--- config.mk ---
export PLATFORM = sky130hd
export DESIGN_NAME = irq_controller
export DESIGN_NICKNAME = d
export VERILOG_FILES = /design/src/rtl/irq_controller.sv
export SDC_FILE = /design/constraint.sdc
export NUM_CORES = 1
export LEC_CHECK = 0
export ABC_AREA = 1
export CAP_MARGIN = 20
export CORE_MARGIN = 4
export CORE_UTILIZATION = 35
export DETAILED_ROUTE_END_ITERATION = 8
export GPL_TIMING_DRIVEN = 0
export PLACE_DENSITY_LB_ADDON = 0.12
export SYNTH_ARGS = -nofsm -noshare
export SYNTH_HDL_FRONTEND = slang
export SYNTH_SLANG_ARGS = --single-unit
--- constraint.sdc ---
create_clock -name clk_i -period 1.5 [get_ports clk_i]
set_clock_uncertainty 0.1 [all_clocks]
set_input_delay 0.225 -clock clk_i [delete_from_list [all_inputs] [get_ports clk_i]]
set_output_delay 0.225 -clock clk_i [all_outputs]
set_load 0.005 [all_outputs]
--- src/rtl/irq_controller.sv ---
// Interrupt arbitration: edge-detects platform requests, masks them with mie,
// raises a one-cycle trap for the lowest eligible line and acknowledges it on mret.
module irq_controller #(
    parameter int unsigned NUM_IRQ = 16
) (
    input  logic               clk_i,
    input  logic               rst_i,
    input  logic [NUM_IRQ-1:0] irq_req_i,
    input  logic [31:0]        mie_i,
    input  logic               exception_i,
    input  logic               mret_i,
    input  logic               stall_i,
    output logic               irq_o,
    output logic [31:0]        irq_cause_o,
    output logic [NUM_IRQ-1:0] irq_ret_o
);

    localparam int unsigned IDX_W      = (NUM_IRQ > 1) ? $clog2(NUM_IRQ) : 1;
    localparam int unsigned CAUSE_BASE = 32'h8000_0010;

    typedef enum logic {
        IDLE = 1'b0,
        BUSY = 1'b1
    } state_e;

    state_e             state_q, state_d;
    logic [NUM_IRQ-1:0] req_q;
    logic [NUM_IRQ-1:0] pend_q, pend_d;
    logic [IDX_W-1:0]   idx_q, idx_d;

    logic [NUM_IRQ-1:0] edge_c;
    logic [NUM_IRQ-1:0] elig_c;
    logic [IDX_W-1:0]   win_idx_c;
    logic               take_c;
    logic               ret_c;
    logic               unused_mie_c;

    // Only mie[16 +: NUM_IRQ] matter; the rest of the CSR is deliberately ignored.
    assign unused_mie_c = ^mie_i;

    assign edge_c = irq_req_i & ~req_q;
    assign elig_c = pend_q & mie_i[16 +: NUM_IRQ];

    // Lowest eligible index wins: scan downwards so the last hit is the smallest.
    always_comb begin
        win_idx_c = '0;
        for (int i = NUM_IRQ - 1; i >= 0; i--) begin
            if (elig_c[i]) begin
                win_idx_c = IDX_W'(i);
            end
        end
    end

    assign take_c = (state_q == IDLE) && (|elig_c) && !exception_i && !stall_i;
    assign ret_c  = (state_q == BUSY) && mret_i && !stall_i;

    // Outputs are combinational so the CSR controller sees them in the taking cycle.
    always_comb begin
        irq_o       = take_c;
        irq_cause_o = '0;
        irq_ret_o   = '0;
        if (take_c) begin
            irq_cause_o = CAUSE_BASE + 32'(win_idx_c);
        end
        if (ret_c) begin
            irq_ret_o = NUM_IRQ'(1) << idx_q;
        end
    end

    // Next-state: a new edge on the acknowledged line re-arms it (set wins).
    always_comb begin
        state_d = state_q;
        idx_d   = idx_q;
        pend_d  = (pend_q & ~irq_ret_o) | edge_c;
        unique case (state_q)
            IDLE: begin
                if (take_c) begin
                    state_d = BUSY;
                    idx_d   = win_idx_c;
                end
            end
            BUSY: begin
                if (ret_c) begin
                    state_d = IDLE;
                end
            end
            default: state_d = IDLE;
        endcase
    end

    always_ff @(posedge clk_i or negedge rst_i) begin
        if (!rst_i) begin
            state_q <= IDLE;
            req_q   <= '0;
            pend_q  <= '0;
            idx_q   <= '0;
        end else begin
            state_q <= state_d;
            req_q   <= irq_req_i;
            pend_q  <= pend_d;
            idx_q   <= idx_d;
        end
    end

endmodule

==> flow_metrics.env, run 1 <==
export IMPL_status="finished, violations left"
export IMPL_violations="setup timing"
export IMPL_clkTransAtPathRegs_ps=70
export IMPL_drt_iter0_drc=80
export IMPL_worstPathRequired_ps=1170
export IMPL_place_congestion=0.720
export IMPL_crit_fanout=3
export IMPL_vdd_ir_drop_max_uv=570
export IMPL_dp_slack_ps=-941
export IMPL_worstSetupPathType="register to output pin"
export IMPL_cts_root_buf="clkbuf_8"
export IMPL_layout_drive_gt1_share=0.433
export IMPL_area_growth_pct=69.1
export IMPL_drc=0
export IMPL_ys_warn_count=0
export IMPL_p_per_area_mw_per_mm2=984
export IMPL_total_power_w=0.00305
export IMPL_swShare=0.315
export IMPL_p_sw_w=0.000962
export IMPL_netlist_area_mm2=0.00184
export IMPL_final_period_utilization=1.45
export IMPL_final_util=0.608
export IMPL_clock_sinks=37
export IMPL_netlist_top_cells_area="dfrtp_1 50%, buf_4 11%, o21ai_0 9.0%, nand2_1 8.8%, inv_1 5.5%"
export IMPL_grt_ovfl_total=0
export IMPL_dieHeight_um=80.4
export IMPL_rows=26
export IMPL_ys_seq_elements=37
export IMPL_grt_start_max_net_pins=38
export IMPL_cp_end_kind="output pin"
export IMPL_dp_final_hpwl_mm=3.48
export IMPL_finalSetupViolCount=27
export IMPL_slew_headroom=0.437
export IMPL_synth_top_area_cell="dfrtp_1"
export IMPL_drt_antenna_violating_nets=0
export IMPL_insertion_delay_ps=290
export IMPL_syn_instance_count=223
export IMPL_fillerInstances=462
export IMPL_routed_wl_mm=4.97
export IMPL_final_common_cell="buf_4"
export IMPL_crit_arrival_ps=1850
export IMPL_clockBufferDepth=2
export IMPL_p_int_w=0.00209
export IMPL_start_util=0.359
export IMPL_tightest_slew_ps=844
export IMPL_ctsHtreeMaxLevel=2
export IMPL_combinationalPowerShare=0.312
export IMPL_die_w_um=80.4
export IMPL_finalHoldViolCount=0
export IMPL_max_freq_ghz=0.459
export IMPL_syn_avg_cell_area_um2=8.23
export IMPL_core_mm2=0.00511
export IMPL_cts_tree="yes"
export IMPL_final_cell_mix="47 x buf_4, 35 x dfrtp_1, 31 x clkdlybuf4s50_1"
export IMPL_via_per_inst=4.22
export IMPL_io_pins=102
export IMPL_grt_pass1_wl_mm=7.47
export IMPL_p_seq_frac=0.396
export IMPL_seq_area_frac_synth=0.504
export IMPL_grt_usage=0.154
export IMPL_grt_pass1_vias=1578
export IMPL_port_buffers=59
export IMPL_worst_slack_ps=-678
export IMPL_max_cap_viol_count=0
export IMPL_antenna_cells=0
export IMPL_vias=1747
export IMPL_start_kind="register"
export IMPL_fin_nets=396
export IMPL_wire_per_inst_um=12.0
export IMPL_ys_types=20
export IMPL_timing_hold_ws_ps=243
export IMPL_antenna_found_initial=0
export IMPL_die_area_mm2=0.00647
export IMPL_setup_tns_ps=-7950
export IMPL_power_share_clock=0.292
export IMPL_synth_top_area_share=0.504
export IMPL_hold_path_class="input port to register"
export IMPL_leakage_nw=1.54
export IMPL_drv_slew=0
export IMPL_rsz0062_at_grt="yes"
export IMPL_cts_made_buffers=5
export IMPL_post_route_min_period_ps=2180
export IMPL_drt_pass1_iter_count=5
## per-stage QoR
| step | std cells | instance area (um2) |
|---|---|---|
| floorplan | 248 | 1930 |
| global placement | 377 | 2610 |
| detailed placement | 377 | 2600 |
| CTS | 407 | 2890 |
| global route | 414 | 3100 |
| finish | 414 | 3100 |
## kinds of logic (layout without fill, tap and decap cells)
kind of cell	count (synthesis)	after routing	share of synthesized area
AND/OR/NAND/NOR	83	83	0.190
buffers and inverters	61	157	0.182
AO/OA/AOI/OAI	41	41	0.121
flip-flops	37	37	0.504
other	1	26	0.00204
## path summary, 6_finish.rpt
| path | from | to | slack (ps) | cells past startpoint |
|---|---|---|---|---|
| worst max-delay path | pend_q[15] | irq_cause_o[1] | -680 | 13 |
| worst min-delay path | stall_i | state_q | 240 | 3 |
| worst max register to register | pend_q[15] | idx_q[1] | -280 | 13 |
| worst min register to register | req_q[14] | pend_q[14] | 310 | 1 |
| max in group asynchronous | rst_i | idx_q[0] | 230 | 2 |
| min in group asynchronous | rst_i | req_q[12] | 480 | 2 |
## flip-flops by register name, indices dropped and copies added, names as in the netlist
| name | count |
|---|---|
| req_q | 16 |
| pend_q | 16 |
| state_q | 1 |
| idx_q | 4 |
## layer usage
metal	GRT usage	part of all wire	up-vias
li1	-	-	883
met1	0.194	0.41	788
met2	0.253	0.48	67
met3	0.0426	0.092	9
met4	0.0490	0.012	0
met5	0	0	-
## power groups by stage
| stage | clock (W) | sequential [W] | combinational (W) |
|---|---|---|---|
| global placement | 0 | 0.00119 | 0.000622 |
| finish | 0.000892 | 0.00121 | 0.000953 |
| detailed placement | 0 | 0.00120 | 0.000628 |
| CTS | 0.000904 | 0.00118 | 0.000771 |
| floorplan | 0 | 0.00117 | 0.000352 |
| global route | 0.000948 | 0.00123 | 0.00104 |
## cell usage after synthesis
cell type  instances
a21oi_1            2
a31oi_1            1
buf_4             28
clkbuf_1           2
conb_1             1
dfrtp_1           37
inv_1             27
inv_2              4
nand2_1           43
nand2_2            3
nand3_1            8
nand4_1            1
nor2_1            22
nor2_2             4
nor3_1             1
nor3_2             1
o21ai_0           33
o21ai_1            2
o21ai_4            1
o21bai_1           2
## final cells by class
type,instances,area (um2),area share
flip-flops and latches,37,928,0.299
multi-input cells,150,865,0.279
repair buffers,88,743,0.239
plain buffers,30,245,0.0790
inverters,31,119,0.0383
well taps,70,87.6,0.0282
clock buffers,7,86.3,0.0278
clock inverters,1,30.0,0.00967
## worst max-delay path: stages, from the launching register on
cell and delay, ps:
dfrtp_1 390, nand2_2 80, buf_4 100, nand2_2 50, nor2_2 90, inv_2 60
nor2_4 100, inv_2 50, o21ai_4 180, inv_4 60, buf_6 120, nand4_1 110
inv_1 40, buf_2 120
## repair_timing
| action | CTS | global route |
|---|---|---|
| hold endpoints to repair | 37 | 0 |
| setup buffers | 20 | 7 |
| resized for setup | 127 | 58 |
| hold buffers | 1 | 0 |
| pin swaps | 17 | 15 |
| setup endpoints to repair | 31 | 34 |
| gates cloned | 1 | 0 |
No activity file was read; power rests on OpenSTA's default activity.
==> run 2: changes to the inputs <==
==> constraint.sdc (replaced) <==
create_clock -name clk_i -period 1.5 [get_ports clk_i]
set_clock_uncertainty 0.1 [all_clocks]
set_input_delay 0.225 -clock clk_i [delete_from_list [all_inputs] [get_ports clk_i]]
set_output_delay 0.225 -clock clk_i [all_outputs]
set_load 0.05 [all_outputs]
==> flow_metrics.env, run 2 (synthesis results as in run 1) <==
export IMPL_via_per_inst=4.19
export IMPL_drt_pass1_iter_count=4
export IMPL_ctsHtreeMaxLevel=2
export IMPL_slew_headroom=0.447
export IMPL_die_area_mm2=0.00647
export IMPL_antenna_found_initial=0
export IMPL_final_common_cell="buf_4"
export IMPL_start_kind="register"
export IMPL_rsz0062_at_grt="yes"
export IMPL_crit_fanout=5
export IMPL_dp_slack_ps=-1250
export IMPL_place_congestion=0.779
export IMPL_grt_usage=0.157
export IMPL_port_buffers=59
export IMPL_final_cell_mix="43 x buf_4, 34 x dfrtp_1, 33 x o21ai_0"
export IMPL_core_mm2=0.00511
export IMPL_max_cap_viol_count=0
export IMPL_total_power_w=0.00333
export IMPL_finalSetupViolCount=28
export IMPL_r2r_setup_slack_ps=-540
export IMPL_fin_nets=392
export IMPL_io_pins=102
export IMPL_drv_slew=0
export IMPL_clockBufferDepth=2
export IMPL_antenna_cells=0
export IMPL_rr_endpoint="idx_q[2]"
export IMPL_crit_arrival_ps=1810
export IMPL_cp_end_kind="output pin"
export IMPL_hold_path_class="input port to register"
export IMPL_p_per_area_mw_per_mm2=989
export IMPL_worst_slack_ps=-634
export IMPL_die_w_um=80.4
export IMPL_rows=26
export IMPL_worstPathRequired_ps=1170
export IMPL_drc=0
export IMPL_dieHeight_um=80.4
export IMPL_setup_tns_ps=-8920
export IMPL_r2r_cells=14
export IMPL_clkTransAtPathRegs_ps=70
export IMPL_dp_final_hpwl_mm=3.51
export IMPL_area_growth_pct=83.2
export IMPL_worstSetupPathType="register to output pin"
export IMPL_reg_top3="pend_q (16), req_q (16), idx_q (4)"
export IMPL_holdCritStartpoint="irq_req_i[6]"
export IMPL_drt_antenna_violating_nets=0
export IMPL_finalHoldViolCount=0
export IMPL_min_path_cells=1
export IMPL_hold_end="req_q[6]"
export IMPL_max_freq_ghz=0.469
export IMPL_tightest_slew_ps=830
export IMPL_status="finished, violations left"
export IMPL_leakage_nw=1.53
export IMPL_wire_per_inst_um=12.2
export IMPL_reg2reg_from="pend_q[0]"
export IMPL_cts_made_buffers=5
export IMPL_routed_wl_mm=4.97
export IMPL_grt_start_max_net_pins=38
export IMPL_grt_pass1_wl_mm=7.60
export IMPL_final_period_utilization=1.42
export IMPL_post_route_min_period_ps=2130
export IMPL_insertion_delay_ps=290
export IMPL_grt_ovfl_total=0
export IMPL_cts_tree="yes"
export IMPL_violations="setup timing"
export IMPL_start_util=0.359
export IMPL_drt_iter0_drc=57
export IMPL_timing_hold_ws_ps=293
export IMPL_clock_sinks=37
export IMPL_vias=1713
export IMPL_grt_pass1_vias=1580
export IMPL_cts_root_buf="clkbuf_8"
export IMPL_vdd_ir_drop_max_uv=646
export IMPL_layout_drive_gt1_share=0.454
-- run 2: changes by cell type in the layout (fill, tap and decap cells not counted), moves of 5 or more --
cell	before	now
buf_6	10	20
nand3_4	1	7
o21ai_1	7	1
buf_2	22	2
buf_8	2	10
o21ai_0	27	33
nand3_2	6	1
nor2_2	7	1
nor2_4	12	21
-- run 2: worst max-delay path by stage --
| stage | from | end | slack [ps] | depth (start not counted) |
|---|---|---|---|---|
| 2_1_floorplan | pend_q[13] | irq_cause_o[1] | -260 | 10 |
| 3_3_place_gp | mie_i[25] | irq_cause_o[1] | -1230 | 12 |
| 3_5_place_dp | mie_i[25] | irq_cause_o[1] | -1250 | 12 |
| 4_1_cts | pend_q[6] | irq_cause_o[1] | -610 | 11 |
| 5_1_grt | pend_q[1] | irq_cause_o[1] | -790 | 11 |
| 6_report | pend_q[0] | irq_cause_o[1] | -630 | 11 |
-- run 2: worst max-delay path, stage by stage (launching register included) --
cell     delay [ps]
dfrtp_1         380
nand2_1          90
nand2_1          60
nor2_1          130
inv_2            80
nor2_4          110
inv_2            50
o21ai_4         220
inv_6            60
nand4_1         140
inv_2            50
buf_8           140
-- run 2: where the power goes --
group          switching [W]  internal [W]
Sequential          0.000130       0.00110
Clock               0.000341      0.000365
Combinational       0.000830      0.000559
-- run 2: through the flow --
stage          instances   util  cell area, um2
6_report             409  0.658            3360
5_1_grt              409  0.658            3360
4_1_cts              401  0.637            3250
3_5_place_dp         377  0.541            2760
3_3_place_gp         377  0.542            2770
2_1_floorplan        248      -            2090
-- run 2: layout make-up --
type | count | area, um2
Multi-Input combinational cell | 150 | 986
Sequential cell | 37 | 930
Buffer | 30 | 260
Clock buffer | 7 | 86.3
Inverter | 31 | 133
Timing Repair Buffer | 84 | 880
Tap cell | 70 | 87.6
Fill cell | 417 | 1750
-- run 2: what timing repair did --
action / CTS / global route
gates cloned: 2 / 0
endpoints found under the setup margin: 32 / 28
hold buffers: 1 / 0
setup buffers: 14 / 8
gates resized for setup: 220 / 18
endpoints found under the hold margin: 37 / 0
pin swaps: 21 / 9
-- run 2: routing by layer --
metal | GRT usage | vias up | part of all wire
li1 | - | 886 | -
met1 | 0.200 | 765 | 0.42
met2 | 0.260 | 56 | 0.49
met3 | 0.0381 | 6 | 0.076
met4 | 0.0557 | 0 | 0.013
met5 | 0 | - | 0
